===== src/rtl/uart_pkg.sv =====
// Shared protocol constants, FSM state encoding and width helper for the UART
// register responder.
package uart_pkg;

    localparam logic [7:0] OP_WR   = 8'h57;  // 'W'
    localparam logic [7:0] OP_RD   = 8'h52;  // 'R'
    localparam logic [7:0] RSP_ACK = 8'h4B;  // 'K'
    localparam logic [7:0] RSP_ERR = 8'h3F;  // '?'

    typedef enum logic [2:0] {
        ST_IDLE,
        ST_GET_ADDR,
        ST_GET_DATA,
        ST_EXEC,
        ST_SEND
    } state_e;

    function automatic int clog2(input int value);
        int bits = 0;
        int rem  = value - 1;
        while (rem > 0) begin
            bits++;
            rem = rem >> 1;
        end
        return bits;
    endfunction

endpackage


===== src/rtl/uart_reg_file.sv =====
// DEPTH x DBITS register file: synchronous write, combinational read, register 0
// tapped out as ctrl, top address is a read-only window onto status_i.
module uart_reg_file
    import uart_pkg::*;
#(
    parameter  int DBITS = 8,
    parameter  int DEPTH = 16,
    localparam int AW    = clog2(DEPTH)
) (
    input  logic             clk,
    input  logic             reset,
    input  logic             we_i,
    input  logic [AW-1:0]    addr_i,
    input  logic [DBITS-1:0] wdata_i,
    input  logic [DBITS-1:0] status_i,
    output logic [DBITS-1:0] rdata_o,
    output logic [DBITS-1:0] ctrl_o
);

    localparam logic [AW-1:0] STATUS_ADDR = AW'(DEPTH - 1);

    logic [DBITS-1:0] regs_q [DEPTH];

    // NOTE: sequential state uses non-blocking assignments so every flop samples
    // pre-edge values regardless of block evaluation order. The array is reset
    // too: it is built from flops and software expects all registers to read 0.
    always_ff @(posedge clk) begin
        if (reset) begin
            for (int i = 0; i < DEPTH; i++) begin
                regs_q[i] <= '0;
            end
        end else if (we_i && (addr_i != STATUS_ADDR)) begin
            regs_q[addr_i] <= wdata_i;
        end
    end

    assign rdata_o = (addr_i == STATUS_ADDR) ? status_i : regs_q[addr_i];
    assign ctrl_o  = regs_q[0];

endmodule


===== src/rtl/uart_reg_responder.sv =====
// Decodes 'W' addr data / 'R' addr commands from the UART rx FIFO and answers one
// byte per command into the tx FIFO. Optional inter-byte timeout: UART_RESP_TIMEOUT_EN.
module uart_reg_responder
    import uart_pkg::*;
#(
    parameter int DBITS          = 8,
    parameter int DEPTH          = 16,
    parameter int TIMEOUT_CYCLES = 100000
) (
    input  logic             clk,
    input  logic             reset,
    input  logic             rx_empty,
    input  logic [DBITS-1:0] r_data,
    output logic             rd_uart,
    input  logic             tx_full,
    output logic [DBITS-1:0] w_data,
    output logic             wr_uart,
    output logic [DBITS-1:0] ctrl_reg,
    input  logic [DBITS-1:0] status_in,
    output logic             cmd_err
);

    localparam int AW = clog2(DEPTH);

    if (DEPTH < 2 || (DEPTH & (DEPTH - 1)) != 0 || AW > DBITS) begin : g_bad_depth
        $error("DEPTH must be a power of two between 2 and 2**DBITS");
    end
    if (TIMEOUT_CYCLES < 2) begin : g_bad_timeout
        $error("TIMEOUT_CYCLES must be at least 2");
    end

    state_e           state_q, state_d;
    logic [DBITS-1:0] opcode_q, opcode_d;
    logic [DBITS-1:0] addr_q, addr_d;
    logic [DBITS-1:0] data_q, data_d;
    logic [DBITS-1:0] resp_q, resp_d;
    logic             cmd_err_q, cmd_err_d;
    logic             rf_we;
    logic [DBITS-1:0] rf_rdata;
    logic             pop;
    logic             waiting;
    logic             is_write;
    logic             addr_ok;
    logic             tmo_hit;

    assign waiting  = (state_q == ST_GET_ADDR) || (state_q == ST_GET_DATA);
    assign pop      = !reset && !rx_empty && ((state_q == ST_IDLE) || waiting);
    assign rd_uart  = pop;
    assign wr_uart  = !reset && (state_q == ST_SEND) && !tx_full;
    assign w_data   = resp_q;
    assign cmd_err  = cmd_err_q;
    assign is_write = (opcode_q == DBITS'(OP_WR));
    assign addr_ok  = ((addr_q >> AW) == '0);

`ifdef UART_RESP_TIMEOUT_EN
    localparam int TW = clog2(TIMEOUT_CYCLES);

    logic [TW-1:0] tmo_cnt_q, tmo_cnt_d;

    assign tmo_hit = waiting && rx_empty && (tmo_cnt_q == TW'(TIMEOUT_CYCLES - 1));

    // Any pop or any state outside the byte-wait states leaves the counter at zero.
    always_comb begin
        tmo_cnt_d = '0;
        if (waiting && rx_empty && !tmo_hit) begin
            tmo_cnt_d = tmo_cnt_q + TW'(1);
        end
    end

    always_ff @(posedge clk) begin
        if (reset) begin
            tmo_cnt_q <= '0;
        end else begin
            tmo_cnt_q <= tmo_cnt_d;
        end
    end
`else
    assign tmo_hit = 1'b0;
`endif

    uart_reg_file #(
        .DBITS (DBITS),
        .DEPTH (DEPTH)
    ) u_reg_file (
        .clk      (clk),
        .reset    (reset),
        .we_i     (rf_we),
        .addr_i   (addr_q[AW-1:0]),
        .wdata_i  (data_q),
        .status_i (status_in),
        .rdata_o  (rf_rdata),
        .ctrl_o   (ctrl_reg)
    );

    always_comb begin
        // NOTE: every signal driven here gets a default first, so no path through
        // the case statement can leave one unassigned and infer a latch.
        state_d   = state_q;
        opcode_d  = opcode_q;
        addr_d    = addr_q;
        data_d    = data_q;
        resp_d    = resp_q;
        cmd_err_d = 1'b0;
        rf_we     = 1'b0;

        unique case (state_q)
            ST_IDLE: begin
                if (pop) begin
                    opcode_d = r_data;
                    if (r_data == DBITS'(OP_WR) || r_data == DBITS'(OP_RD)) begin
                        state_d = ST_GET_ADDR;
                    end else begin
                        resp_d    = DBITS'(RSP_ERR);
                        cmd_err_d = 1'b1;
                        state_d   = ST_SEND;
                    end
                end
            end
            ST_GET_ADDR: begin
                if (pop) begin
                    addr_d  = r_data;
                    state_d = is_write ? ST_GET_DATA : ST_EXEC;
                end else if (tmo_hit) begin
                    cmd_err_d = 1'b1;
                    state_d   = ST_IDLE;
                end
            end
            ST_GET_DATA: begin
                if (pop) begin
                    data_d  = r_data;
                    state_d = ST_EXEC;
                end else if (tmo_hit) begin
                    cmd_err_d = 1'b1;
                    state_d   = ST_IDLE;
                end
            end
            ST_EXEC: begin
                state_d = ST_SEND;
                // An out-of-range write has already consumed its data byte by now.
                if (!addr_ok) begin
                    resp_d    = DBITS'(RSP_ERR);
                    cmd_err_d = 1'b1;
                end else if (is_write) begin
                    rf_we  = 1'b1;
                    resp_d = DBITS'(RSP_ACK);
                end else begin
                    resp_d = rf_rdata;
                end
            end
            ST_SEND: begin
                if (!tx_full) begin
                    state_d = ST_IDLE;
                end
            end
            default: state_d = ST_IDLE;
        endcase
    end

    always_ff @(posedge clk) begin
        if (reset) begin
            state_q   <= ST_IDLE;
            opcode_q  <= '0;
            addr_q    <= '0;
            data_q    <= '0;
            resp_q    <= '0;
            cmd_err_q <= 1'b0;
        end else begin
            state_q   <= state_d;
            opcode_q  <= opcode_d;
            addr_q    <= addr_d;
            data_q    <= data_d;
            resp_q    <= resp_d;
            cmd_err_q <= cmd_err_d;
        end
    end

endmodule


===== config.mk =====
export PLATFORM = sky130hd
export DESIGN_NAME = uart_reg_responder
export DESIGN_NICKNAME = d
export VERILOG_FILES = /design/src/rtl/uart_pkg.sv /design/src/rtl/uart_reg_file.sv /design/src/rtl/uart_reg_responder.sv
export SDC_FILE = /design/constraint.sdc
export NUM_CORES = 1
export LEC_CHECK = 0
export ABC_AREA = 1
export ABC_CLOCK_PERIOD_IN_PS = 3800
export BUFFER_PORTS_ARGS = -buffer_cell sky130_fd_sc_hd__buf_2
export CAP_MARGIN = 10
export CELL_PAD_IN_SITES_DETAIL_PLACEMENT = 1
export CELL_PAD_IN_SITES_GLOBAL_PLACEMENT = 1
export CORE_MARGIN = 8
export CORE_UTILIZATION = 50
export DETAILED_ROUTE_END_ITERATION = 10
export PLACE_DENSITY_LB_ADDON = 0.25
export REMOVE_ABC_BUFFERS = 1
export SKIP_LAST_GASP = 1
export SYNTH_ARGS = -nofsm -noshare
export SYNTH_HDL_FRONTEND = slang
export SYNTH_SLANG_ARGS = --single-unit

===== constraint.sdc =====
create_clock -name clk -period 3.8 [get_ports clk]
set_input_delay 0.57 -clock clk [delete_from_list [all_inputs] [get_ports clk]]
set_output_delay 0.57 -clock clk [all_outputs]
set_load 0.05 [all_outputs]

[Word level (Yosys, flattened, before mapping)]
Memories as Yosys holds them, arrays and structs flattened. A register that Yosys moved wholly into a read port is not among the register bits.
Cells that the tools add are included.
Word-level totals
  output and inout bits: 19
  memories: 1
  input bits: 20
  register bits after elaboration: 36
  RAM bits: 128
Cells by class
  eq/ne operators: 14
  reductions and logical operators: 20
  muxes and demuxes: 30
Memories
  u_reg_file.regs_q: words 16, width 8, rd ports 2, clocked after memory_dff 1, wr ports 16, RTL line uart_reg_file.sv:22  | logic [DBITS-1:0] regs_q [DEPTH];
Operators by type and width (number)
  $mux 8: 6
  $eq 8x7->1 const B: 3
  $pmux 8 s2: 1
  $mux 3: 5
  $pmux 3 s5: 1
  $mux 1: 13
  $mux 4: 3
  $ne 2x2->1 const B: 5
  $logic_not 8->1: 1
  $reduce_or 8->1: 1
  $eq 3x2->1 const B: 2
  $reduce_and 2->1: 3
  $logic_and 1x1->1: 5
  $eq 4x4->1 const B: 1
  $ne 4x4->1 const B: 1
  $reduce_and 4->1: 1
  $eq 3x1->1 const B: 1
  $eq 3x3->1 const B: 1
  $logic_not 1->1: 3
  $logic_not 3->1: 1
  $logic_or 1x1->1: 3
  $reduce_and 3->1: 1
  $pmux 1 s2: 1
  $reduce_bool 2->1: 1

[Logic depth before layout (Yosys ltp)]
  depth after elaboration: 10
  gate-level depth with buffers: 13
  gate-level depth less buffers: 11

[Hierarchy]
A second synthesis with hierarchy kept.
Second synthesis, totals
  cells, all modules: 855
  area, all modules: 7484.7 µm²
Modules (own cells, without submodules)
  uart_reg_file: cells an instance 644, area each 5831.8 µm², instances 1, seq. area each 3753.6 µm²
  uart_reg_responder: cells an instance 211, area each 1652.8 µm², instances 1, seq. area each 720.7 µm²

[Worst setup path before layout]
No wires, ideal clock.
  path kind: input port to output port
  from: input reset
  to: output wr_uart
  data required time: 3.230 ns
  data arrival time: 1.934 ns
  path slack: 1.296 ns
  path buffers: 2
  stages on the path: 5
  path through: clkbuf_1 -> clkinv_1 -> clkbuf_1 -> nand3_1 -> nor2_1
On the way
  word-level cells in the longest chain between the ends: 3
RTL lines
  start: declaration: RTL line uart_reg_responder.sv:11  | input logic reset,
  $logic_not 1->1: RTL line uart_reg_responder.sv:49  | assign wr_uart = !reset && (state_q == ST_SEND) && !tx_full;
  $logic_and 1x1->1 (2 in series): RTL line uart_reg_responder.sv:49
  end: declaration: RTL line uart_reg_responder.sv:17  | output logic wr_uart,
Every way passes these cells.

==> impl_metrics.yaml <==
outcome:
  status: "finished, final reports clean"
power_and_ir_drop:
  power.clock.fraction_pct: 44.8
  irDropWorstVdd_mv: 0.380
  pwr-share-seq_pct: 51.0
  pwr_density_cell_nw_per_um2: 480
  netSwitchingPower_uw: 879
  p_comb_share_pct: 4.2
  intPower_uw: 3160
  leakage_uw: 0.00303
  netSwitchingFraction_pct: 21.8
  p_total_uw: 4040
placed_design:
  numPortBuffers: 38
  dp_hpwl_um: 15500
  gp_congestion: 0.870
  dpl.cell_count: 983
cts:
  cts_resized: 0
  root_buffer: "clkbuf_16"
  post_cts_buffers: 0
  cts_tree: "built"
  clk_pin_slew_worst_paths_ns: 0.06
  insertion_delay_ns: 0.43
  cts_sinks: 168
  clock_path_buffers: 2
  hold_buffers: 0
  cts_buffers: 17
  htreeDepth: 4
cells_and_area:
  fin_nets: 838
  fin_util_pct: 57.8
  finalNonFillerCells: 1015
  diodes: 0
  area_growth_pct: 12.3
  drive_above_1_share_pct: 12.5
global_routing:
  overflow: 0
  grt_antenna_before_repair: 0
  met2_usage_pct: 42.7
  grt_max_degree: 68
  grt_util_met3_pct: 4.76
  grt-busiest-layer: "met2"
  grt_pass1_vias: 6208
  grt_use_met1_pct: 28.8
  groute.usage.overall_pct: 24.5
  grt_pass1_wl_um: 35900
worst_setup_path:
  cp_cell_sequence: "nand2_1 -> nor2_1 -> inv_2 -> nand4_4 -> nor2_1 -> nand2_1 -> nand2_1"
  worst_ep_required_time_ns: 3.90
  critPathSlowestCell: "dfxtp_1"
  startpoint_type: "flip-flop"
  crit_top_cell: "nand2_1"
  path_max_fanout: 13
  arrival_ns: 2.95
  cp-end-kind: "flip-flop"
  worstRegToRegCells: 7
  cp_slowest_stage_delay_ns: 0.77
  crit_type: "flip-flop to flip-flop"
die:
  start_util_pct: 51.4
  die_y_um: 139
  core_area_um2: 14600
  rows: 44
  die-area_um2: 19200
  ios: 39
  die_w_um: 139
sta:
  whs_ns: 0.423
  maxSlewViolCount: 0
  hold_viol: 0
  tightest_slew_ns: 1.07
  max_freq_ghz: 0.351
  rsz0062_at_grt: "false"
  fin_crit_sh_pct: 75.0
  setup_viol: 0
  period_minus_slack_ns: 2.85
  slew_headroom_pct: 28.1
  fin_skew_ns: 0.0101
  setup_tns_ns: 0
detailed_routing:
  vias_per_cell: 5.95
  drc: 0
  ant_nets: 0
  drt_iter0_drc: 651
  via_count: 6037
  wirelength_um: 23600
  first_pass_iters: 5
  wl_per_cell_um: 23.3
min_path:
  hp-class: "primary input to flip-flop"
  hold_depth: 3
yosys:
  yosys.area_share.simple_pct: 25.6
  synth.most_common_cell: "nor2_1"
  synth.mux.area_fraction_pct: 0
  synth-seq-cells: 168
  synth_top_family_by_area: "simple AND/OR/NAND/NOR gates"
  synth_compound_area_share_pct: 8.09
  synthFlopType: "edfxtp_1"
  synth_edf_count: 128
  synth_area_um2: 7500
  synth_seq_area_share_pct: 61.9
  yosysUniqueCellTypes: 29
  async_reset_ff_share_pct: 0
  syn_inst: 792
  yosys-top-cells-area: "edfxtp_1 (51%), dfxtp_1 (11%), nor2_1 (10%), nand2_1 (7.1%), nand3_1 (3.8%)"
  yosys_warnings: 0
  synth_adder_area_share_pct: 0
  synth-xor-area-share_pct: 0
  synth_top_cell_by_area: "edfxtp_1"
  synthTopCellsByCount: "nor2_1 (200), nand2_1 (141), edfxtp_1 (128)"
  yosysTopAreaCellShare_pct: 51.2
  avgSynthCellArea_um2: 9.48
run:
  cap_violations: 0
==> layer usage <==
layer	share of wire [%]	wire length [um]
met1	38	9040
met3	6.8	1600
met4	3.0	717
met5	0	0
met2	52	12300
==> power by group through the flow <==
stage               clock (uW)  sequential, uW  combinational [uW]
floorplan                    0            2120                71.2
global placement             0            2090                 158
detailed placement           0            2100                 165
CTS                       1810            2060                 167
global route              1870            2070                 182
finish                    1810            2060                 168
==> worst max-delay path, delay by kind of cell (launching register included) <==
family / cells / cell delay [ns]
buf+inv: 1 / 0.23
flops: 1 / 0.77
simple gates: 6 / 1.51
==> path summary, 6_finish.rpt <==
check | from | to | slack [ns]
max reg2reg | addr_q[2] | u_reg_file.regs_q[14][0] | 0.95
min | r_data[4] | addr_q[4] | 0.42
min reg2reg | w_data[6] | w_data[6] | 0.48
max | addr_q[2] | u_reg_file.regs_q[14][0] | 0.95
==> cell families after synthesis <==
group / count (synthesis)
and+or+nand+nor: 431
DFF: 168
AOI/OAI and AO/OA: 109
buffers and inverters: 83
other: 1
==> metrics by stage <==
| step | worst slack [ns] | cell area (um^2) |
|---|---|---|
| 2_1_floorplan | 0.689 | 7360 |
| 3_3_place_gp | 1.08 | 7820 |
| 6_report | 0.951 | 8430 |
| 3_5_place_dp | 0.908 | 7820 |
| 5_1_grt | 0.792 | 8430 |
| 4_1_cts | 0.988 | 8430 |
==> registers in the layout (all words and copies together) (netlist names), named ones only <==
signal             cells
addr_q                 8
cmd_err                1
data_q                 8
opcode_q               8
state_q                3
u_reg_file.regs_q    128
w_data                 8
==> area by class of cell <==
cell class / instances / area [um^2]
clock buffers: 18 / 429
flip-flops and latches: 168 / 4650
fillers: 1633 / 6160
multi-input cells: 548 / 2560
well taps: 184 / 230
repair buffers: 43 / 228
inverters: 40 / 150
clock inverters: 14 / 181
==> placed cells by master, fill, tap and decap left out, types with 2 or more instances in the layout <==
cell type,n
a21oi_1,32
buf_2,38
buf_4,5
bufinv_16,4
clkbuf_16,17
clkinv_1,3
clkinv_2,3
clkinv_4,2
clkinvlp_2,2
clkinvlp_4,2
conb_1,8
dfxtp_1,39
edfxtp_1,128
inv_1,35
inv_2,3
nand2_1,141
nand2_2,4
nand3_1,57
nand3_4,8
nand4_1,4
nor2_1,200
nor2_2,9
nor2_8,2
o21ai_0,52
o31ai_1,23
(Power assumes the default switching activity.)
